## config.mk

```make
export PLATFORM = sky130hd
export DESIGN_NAME = console_detect_v2
export DESIGN_NICKNAME = d
export VERILOG_FILES = /design/src/rtl/console_detect_v2.sv
export SDC_FILE = /design/constraint.sdc
export NUM_CORES = 1
export LEC_CHECK = 0
export CAP_MARGIN = 5
export CELL_PAD_IN_SITES_DETAIL_PLACEMENT = 0
export CELL_PAD_IN_SITES_GLOBAL_PLACEMENT = 1
export CORE_UTILIZATION = 39
export DETAILED_ROUTE_END_ITERATION = 6
export PLACE_DENSITY_LB_ADDON = 0.08
export SETUP_SLACK_MARGIN = 0.2
export SLEW_MARGIN = 0
export SYNTH_ARGS = -nofsm -noshare
export SYNTH_HDL_FRONTEND = slang
export SYNTH_SLANG_ARGS = --single-unit
```

## constraint.sdc

```tcl
create_clock -name m2 -period 1.9 [get_ports m2]
set_input_delay 0.285 -clock m2 [delete_from_list [all_inputs] [get_ports m2]]
set_output_delay 0.285 -clock m2 [all_outputs]
set_load 0.03 [all_outputs]
```

## src/rtl/console_detect_v2.sv

```systemverilog
// Power-on console classifier: grounds CIRAM /CE and /A13 for a fixed window,
// then votes on PPU /A13 behaviour to tell an original console from a new famiclone.
module console_detect_v2 #(
   parameter int INIT_CYCLES    = 15,
   parameter int SAMPLES_LO     = 2,
   parameter int SAMPLES_HI     = 2,
   parameter int MISMATCH_MIN   = 1,
   parameter int TIMEOUT_CYCLES = 65535,
   parameter int CNT_W          = 16
) (
   input  logic       m2,
   input  logic       reset,
   input  logic [1:0] mode,
   input  logic       ppu_rd_stb,
   input  logic       ppu_a13,
   input  logic       ppu_not_a13,
   output logic       ground_en,
   output logic       init_done,
   output logic       detect_valid,
   output logic       new_dendy,
   output logic [3:0] mismatch_cnt,
   output logic       timed_out
);

   localparam int LO_W = $clog2(SAMPLES_LO + 1);
   localparam int HI_W = $clog2(SAMPLES_HI + 1);

   localparam logic [CNT_W-1:0] INIT_VAL = CNT_W'(INIT_CYCLES);
   localparam logic [CNT_W-1:0] TMO_LAST = CNT_W'(TIMEOUT_CYCLES - 1);
   localparam logic [CNT_W-1:0] CNT_ONE  = CNT_W'(1);
   localparam logic [LO_W-1:0]  LO_FULL  = LO_W'(SAMPLES_LO);
   localparam logic [HI_W-1:0]  HI_FULL  = HI_W'(SAMPLES_HI);
   localparam logic [3:0]       MIS_MIN  = 4'(MISMATCH_MIN);

   typedef enum logic [1:0] {
      GROUND,
      LISTEN,
      DECIDE,
      LOCKED
   } state_t;

   state_t           state, state_nxt;
   logic [CNT_W-1:0] cnt, cnt_nxt;
   logic [LO_W-1:0]  lo_cnt, lo_nxt;
   logic [HI_W-1:0]  hi_cnt, hi_nxt;
   logic [3:0]       mis, mis_nxt;
   logic             tmo, tmo_nxt;
   logic             decision, decision_nxt;
   logic [1:0]       mode_q;
   logic             qual;

   always_ff @(posedge m2) begin
      if (reset) begin
         state    <= GROUND;
         cnt      <= INIT_VAL;
         lo_cnt   <= '0;
         hi_cnt   <= '0;
         mis      <= '0;
         tmo      <= 1'b0;
         decision <= 1'b0;
         mode_q   <= 2'd0;
      end else begin
         state    <= state_nxt;
         cnt      <= cnt_nxt;
         lo_cnt   <= lo_nxt;
         hi_cnt   <= hi_nxt;
         mis      <= mis_nxt;
         tmo      <= tmo_nxt;
         decision <= decision_nxt;
         mode_q   <= mode;
      end
   end

   // One counter serves as the grounding down-counter and the listen timeout.
   always_comb begin
      state_nxt    = state;
      cnt_nxt      = cnt;
      lo_nxt       = lo_cnt;
      hi_nxt       = hi_cnt;
      mis_nxt      = mis;
      tmo_nxt      = tmo;
      decision_nxt = decision;
      qual         = 1'b0;
      case (state)
         GROUND: begin
            if (cnt <= CNT_ONE) begin
               state_nxt = LISTEN;
               cnt_nxt   = '0;
            end else begin
               cnt_nxt = cnt - 1'b1;
            end
         end
         LISTEN: begin
            cnt_nxt = cnt + 1'b1;
            if (ppu_rd_stb) begin
               if (!ppu_a13 && lo_cnt < LO_FULL) begin
                  lo_nxt = lo_cnt + 1'b1;
                  qual   = 1'b1;
               end else if (ppu_a13 && hi_cnt < HI_FULL) begin
                  hi_nxt = hi_cnt + 1'b1;
                  qual   = 1'b1;
               end
            end
            // A genuine console drives /A13 as the inverse of A13.
            if (qual && (ppu_a13 == ppu_not_a13) && (mis != 4'hF))
               mis_nxt = mis + 1'b1;
            if (lo_nxt == LO_FULL && hi_nxt == HI_FULL) begin
               state_nxt = DECIDE;
            end else if (cnt == TMO_LAST) begin
               state_nxt = DECIDE;
               tmo_nxt   = 1'b1;
            end
         end
         DECIDE: begin
            decision_nxt = (mis >= MIS_MIN) && !tmo;
            state_nxt    = LOCKED;
         end
         default: ;
      endcase
   end

   // Overrides only mask the outputs; the locked decision survives them.
   always_comb begin
      ground_en    = (state == GROUND);
      init_done    = (state != GROUND);
      detect_valid = (state == LOCKED);
      new_dendy    = (state == LOCKED) && decision;
      mismatch_cnt = mis;
      timed_out    = tmo;
      if (state != GROUND) begin
         case (mode_q)
            2'd1: new_dendy = 1'b0;
            2'd2: begin
               new_dendy    = 1'b1;
               detect_valid = 1'b1;
            end
            default: ;
         endcase
      end
   end

endmodule

```

After elaboration in Yosys (flattened, before gate mapping)
Cells that the tools add are included.
{"block": "classes", "n_addsub": 5, "magnitude_cmp": 4, "n_eq_ne": 12, "mux": 21, "bitwise_logic": 1, "n_reduce_logical": 16}
{"cell": "one-hot mux 16 bit (2 select lines)", "count": 1}
{"cell": "2-to-1 mux 2 bit", "count": 10}
{"cell": "adder 16 x 1 -> 16 bit, second input constant", "count": 1}
{"cell": "== test 16 bit, second input constant", "count": 1}
{"cell": "less-or-equal comparator 16 x 1 -> 1 bit, second input constant", "count": 1}
{"cell": "2-to-1 mux 16 bit", "count": 1}
{"cell": "subtractor 16 x 1 -> 16 bit, second input constant", "count": 1}
{"cell": "== test 2 bit, second input constant", "count": 5}
{"cell": "logical AND 1 bit", "count": 7}
{"cell": "2-to-1 mux 1 bit", "count": 7}
{"cell": "one-hot mux 2 bit (3 select lines)", "count": 1}
{"cell": "AND reduction 3 bit", "count": 2}
{"cell": "adder 2 x 1 -> 2 bit, second input constant", "count": 2}
{"cell": "adder 4 x 1 -> 4 bit, second input constant", "count": 1}
{"cell": "== test 2 x 1 -> 1 bit, second input constant", "count": 2}
{"cell": "greater-or-equal comparator 4 x 1 -> 1 bit, second input constant", "count": 1}
{"cell": "less-than comparator 2 bit, second input constant", "count": 2}
{"cell": "!= test 4 bit, second input constant", "count": 1}
{"cell": "nonzero test 2 bit", "count": 2}
{"cell": "!= test 3 bit, second input constant", "count": 1}
{"cell": "nonzero test 3 bit", "count": 1}
{"cell": "logical NOT 1 bit", "count": 2}
{"cell": "logical NOT 2 bit", "count": 1}
{"cell": "!= test 2 x 1 -> 1 bit, second input constant", "count": 1}
{"cell": "4 further kinds", "count": 4}
{"block": "totals", "register_bits": 30, "input_bits": 7}

Logic depth before layout (Yosys ltp)
{"block": "depth", "depth_word": 10, "mapped_depth": 9, "mapped_depth_nobuf": 8}

Least setup slack after synthesis
OpenSTA, ideal clock, no wires.
{"block": "synth_timing", "path_type": "reg2out", "from": "register state[0]", "to": "output port new_dendy", "t_arrival_ns": 1.869, "path_slack_ns": -0.254, "path_stages_with_launch": 6, "path_buffers": 1, "path_cell_list": "dfxtp_1 -> inv_1 -> ha_1 -> clkbuf_1 -> nor2_1 -> o21ai_0"}
{"block": "synth_between", "elab_chain_cells": 4, "elab_cells_between_ends": 5}
{"element": "from (decl)", "line_no": "42", "rtl": "state_t state, state_nxt;"}
{"element": "from (signal assigned)", "line_no": "63", "rtl": "state <= state_nxt;"}
{"element": "== test 2 bit", "line_no": "127", "rtl": "new_dendy = (state == LOCKED) && decision;"}
{"element": "logical AND 1 bit", "line_no": "127"}
{"element": "one-hot mux 1 bit (2 select lines)", "line_no": "131", "rtl": "case (mode_q)"}
{"element": "2-to-1 mux 1 bit (*)", "line_no": "130", "rtl": "if (state != GROUND) begin"}
{"element": "to (decl)", "line_no": "20", "rtl": "output logic new_dendy,"}
Mark *: on every way between the ends. The rest lies on a longest branch, timed or not.

Final worst setup path
{"block": "layout_timing", "from": "register cnt[1]", "to": "register cnt[11]"}
{"block": "layout_between", "elab_chain_cells": 3, "elab_cells_between_ends": 5}
{"element": "from (decl)", "line_no": "43", "rtl": "logic [CNT_W-1:0] cnt, cnt_nxt;"}
{"element": "from (signal assigned)", "line_no": "64", "rtl": "cnt <= cnt_nxt;"}
{"element": "subtractor 16 x 1 -> 16 bit or less-or-equal comparator 16 x 1 -> 1 bit (tied branches)", "line_no": "90, 86"}
{"element": "2-to-1 mux 16 bit", "line_no": "86", "rtl": "if (cnt <= CNT_ONE) begin"}
{"element": "one-hot mux 16 bit (2 select lines) (*)", "line_no": "84", "rtl": "case (state)"}
Marks and branches as above.
A chain may end at the register's enable or synchronous reset.

==> results.rst <==
.. list-table::
   :header-rows: 1

   * - Metric
     - Value
   * - Outcome
     - finished clean
   * - Fraction of layout instances using a drive strength above 1
     - 0.377
   * - Syn_nets
     - 297
   * - Maximum level of the CTS H-tree
     - 2
   * - Hold path start
     - ppu_a13
   * - Slew Viols, Final
     - 0
   * - Least setup slack across all paths after layout
     - 109 ps
   * - Tightest Pin Transition
     - 390 ps
   * - Maximum clock rate
     - 0.558 GHz
   * - Internal
     - 1990 uW
   * - Length of the first detailed-routing pass in iterations
     - 4
   * - All-layer global routing usage
     - 0.232
   * - Area contributors post-synth
     - sky130_fd_sc_hd__dfxtp_1 (28%), sky130_fd_sc_hd__ha_1 (7.6%), sky130_fd_sc_hd__a21oi_1 (6.3%)
   * - Final weighted congestion in routability-driven placement
     - 0.787
   * - Endpoint, Worst Hold
     - hi_cnt[1]$_SDFFE_PP0P_
   * - Number of setup violations in the final report
     - 0
   * - Relative slew slack
     - 0.737
   * - Area added between synthesis and finish
     - 48.0%
   * - CTS sink cnt
     - 30
   * - Setup slack at placement
     - -77.1 ps
   * - Mean instance size in the synthesized netlist
     - 7.77 um2
   * - Top_reg_cell synth
     - sky130_fd_sc_hd__dfxtp_1
   * - Portion of synthesized cell area occupied by the leading cell type
     - 0.279
   * - Overflow after GRT
     - 0
   * - Syn Inst Count
     - 277
   * - Detailed Route WL
     - 6310 um
   * - Switching power summed over all nets
     - 1260 uW
   * - Root buf cell
     - sky130_fd_sc_hd__clkbuf_8
   * - Path class of the lowest-slack min-delay path
     - input port to flop
   * - Pleak
     - 0.00124 uW
   * - Number of buffers and inverters on the critical path
     - 1
   * - Effective utilization at floorplan
     - 0.413
   * - Power per cell area
     - 1020 nW/um2
   * - Total of flip-flops plus latches after synthesis
     - 30
   * - Boundary Pins
     - 16
   * - Area after detailed placement
     - 2610 um2
   * - Port Buf Inserts
     - 15
   * - Placed cells
     - 379
   * - Routed wirelength normalized by instance count
     - 15.7 um
   * - CP required
     - 2090 ps
   * - Die width
     - 76.3 um
   * - Clock Latency Late Sink
     - 290 ps
   * - Clk network pwr share
     - 0.213
   * - Dominant cell type by area after synthesis
     - sky130_fd_sc_hd__dfxtp_1
   * - Worst-path clk slew
     - 70 ps
   * - Setup Crit Path Kind
     - flop to flop
   * - Vias after detailed routing
     - 2,205
   * - Finished layout cell area
     - 3190 um2
   * - Number of cells on the worst hold path
     - 4
   * - Largest vdd supply drop
     - 0.633 mV
   * - CP startpoint kind
     - flop
   * - Ys async rst share
     - 0
   * - Std-Cell Rows
     - 26
   * - Sequential cell area fraction in the yosys report
     - 0.279
   * - Most common cell after layout, fill and taps aside
     - sky130_fd_sc_hd__buf_4
   * - CP Capture Type
     - flop
   * - Data arrival time at the worst-slack endpoint
     - 1980 ps
   * - EDFF count, synth
     - 0
   * - Top library cells by usage in the layout, fill and taps aside
     - sky130_fd_sc_hd__buf_4 (43), sky130_fd_sc_hd__nor2_1 (30), sky130_fd_sc_hd__a21oi_1 (22)
   * - Die extent in y
     - 76.3 um
   * - Cell breakdown of the critical path
     - inv_4, ha_4, o2111a_2, a21o_4, a21oi_2, o22ai_2, a2111oi_2
   * - Vias per Instance
     - 5.49
   * - Max-capacitance violation count
     - 0
   * - Sum of negative setup slack
     - 0 ps
   * - Minimum clock period
     - 1790 ps
   * - Setup repair after global routing missed its margin
     - yes
   * - Number of clock buffers inserted by TritonCTS
     - 5
   * - Count of inserted antenna diode cells
     - 0
   * - Delay contributed by the slowest stage of the critical path
     - 410 ps
   * - Maximum fanout count along the critical path
     - 6
   * - Number of nets still failing antenna checks after routing
     - 0
   * - Part of the power in combinational logic
     - 0.532
   * - Number of warning messages in the yosys log
     - 0
   * - Top delay family on crit path
     - compound AO/OA/AOI/OAI gates
   * - Post-route clock skew
     - 8.38 ps
   * - Estimated wirelength of the detail-placed design
     - 3980 um
   * - Switching Share
     - 0.388
   * - Layout Nets
     - 351
   * - Slowest CP cell
     - sky130_fd_sc_hd__dfxtp_4
   * - Core ar.
     - 5200 um2
   * - Largest net degree at the start of global routing
     - 31
   * - Slack of the worst reg-to-reg path
     - 110 ps
   * - Worst-case reg-to-reg path depth
     - 7
   * - Wire length of the first global-routing pass
     - 10,700 um
   * - Number of global-route vias before repair
     - 2,164
   * - Post-synthesis instance area
     - 2150 um2
   * - Number of design rule violations left after detail routing
     - 0
   * - DR iter-0 viols
     - 92
   * - Period utilisation layout
     - 0.943
   * - Synth unique cells
     - 52
   * - Layout Cells excl Fill
     - 402
   * - Source of the worst register-to-register timing path
     - cnt[1]$_SDFFE_PP1P_
   * - Fill cell count
     - 464
   * - Worst flop-to-flop path endpoint
     - cnt[11]$_SDFFE_PP0P_
   * - Maximum clock path buffer count
     - 2
   * - Initial antenna violation count
     - 0
   * - Die ar.
     - 5820 um2
   * - TritonCTS clock tree
     - yes
   * - Final number of hold-violating endpoints
     - 0
   * - Part of the power in registers
     - 0.255
[flip-flops by register name (all words and copies together), names as in the netlist]
signal	flops
mode_q	2
decision	1
hi_cnt	2
mismatch_cnt	4
timed_out	1
cnt	16
lo_cnt	2
state	2
[cells in the mapped netlist, types with 7 or more instances]
library cell and n:
sky130_fd_sc_hd__a21oi_1 27, sky130_fd_sc_hd__dfxtp_1 30, sky130_fd_sc_hd__nor3_1 13, sky130_fd_sc_hd__nand3_1 9
sky130_fd_sc_hd__inv_1 12, sky130_fd_sc_hd__xnor2_1 7, sky130_fd_sc_hd__nand2_1 21, sky130_fd_sc_hd__nor2b_1 7
sky130_fd_sc_hd__xor2_1 7, sky130_fd_sc_hd__clkbuf_1 8, sky130_fd_sc_hd__nor2_1 35, sky130_fd_sc_hd__ha_1 13
[layout make-up]
type                       instances  area [um2]  area share
clock buffer                       7        86.3      0.0271
clock inverter                     1        30.0     0.00943
inverter                          12        55.1      0.0173
multi-input combinational        218        1700       0.534
sequential                        30         624       0.196
tap                               70        87.6      0.0275
timing repair buffer              64         602       0.189
[through the flow]
step,hold WS [ps],util,power (uW)
2_1_floorplan,413,-,1640
3_3_place_gp,484,0.502,2050
3_5_place_dp,480,0.502,2050
4_1_cts,499,0.574,3030
5_1_grt,510,0.612,3450
6_report,483,0.612,3250
[cells by family (layout without fill, tap and decap cells)]
| logic type | after synthesis | count (layout) | share of synthesized area |
|---|---|---|---|
| buffers and inverters | 30 | 84 | 0.0703 |
| muxes | 4 | 4 | 0.0186 |
| DFF | 30 | 30 | 0.279 |
| and+or+nand+nor | 115 | 115 | 0.276 |
| adders and majority gates | 13 | 13 | 0.0756 |
| AOI/OAI and AO/OA | 71 | 72 | 0.223 |
| xor gates and xnor gates | 14 | 14 | 0.0570 |
[power by group through the flow]
stage               logic (uW)  registers [uW]  clock network, uW
floorplan                  876             766                  0
global placement          1240             814                  0
detailed placement        1240             815                  0
CTS                       1510             812                707
global route              1870             843                737
finish                    1730             829                690
[worst reg2reg max path, cell delays in order (launching register included)]
cell,delay [ps]
sky130_fd_sc_hd__dfxtp_4,410
sky130_fd_sc_hd__inv_4,60
sky130_fd_sc_hd__ha_4,150
sky130_fd_sc_hd__o2111a_2,320
sky130_fd_sc_hd__a21o_4,260
sky130_fd_sc_hd__a21oi_2,130
sky130_fd_sc_hd__o22ai_2,90
sky130_fd_sc_hd__a2111oi_2,280
[what timing repair did]
action                                  in CTS  in global routing
pin swaps                                   17                 15
hold buffers                                 0                  0
gates resized for setup                     37                 32
setup buffers                                8                  5
gates cloned                                 2                  0
endpoints found under the setup margin      23                 24
[per-layer routing]
metal / GRT usage / vias up / part of all wire
met4: 0.100 / 0 / 0.025
met5: 0 / - / 0
li1: - / 1093 / -
met1: 0.296 / 1037 / 0.46
met3: 0.0407 / 17 / 0.040
met2: 0.382 / 58 / 0.48
[how the worst max path moves through the flow]
stage	from	cells past startpoint	end	slack, ps
2_1_floorplan	cnt[5]$_SDFFE_PP0P_	8	cnt[13]$_SDFFE_PP0P_	200
3_3_place_gp	ppu_a13	7	state[1]$_SDFFE_PP0P_	-90
3_5_place_dp	ppu_a13	7	state[1]$_SDFFE_PP0P_	-80
4_1_cts	cnt[7]$_SDFFE_PP0P_	5	cnt[11]$_SDFFE_PP0P_	120
5_1_grt	cnt[0]$_SDFFE_PP1P_	8	state[1]$_SDFFE_PP0P_	-10
6_report	cnt[1]$_SDFFE_PP1P_	7	cnt[11]$_SDFFE_PP0P_	110
No activity file was read; power rests on OpenSTA's default activity.
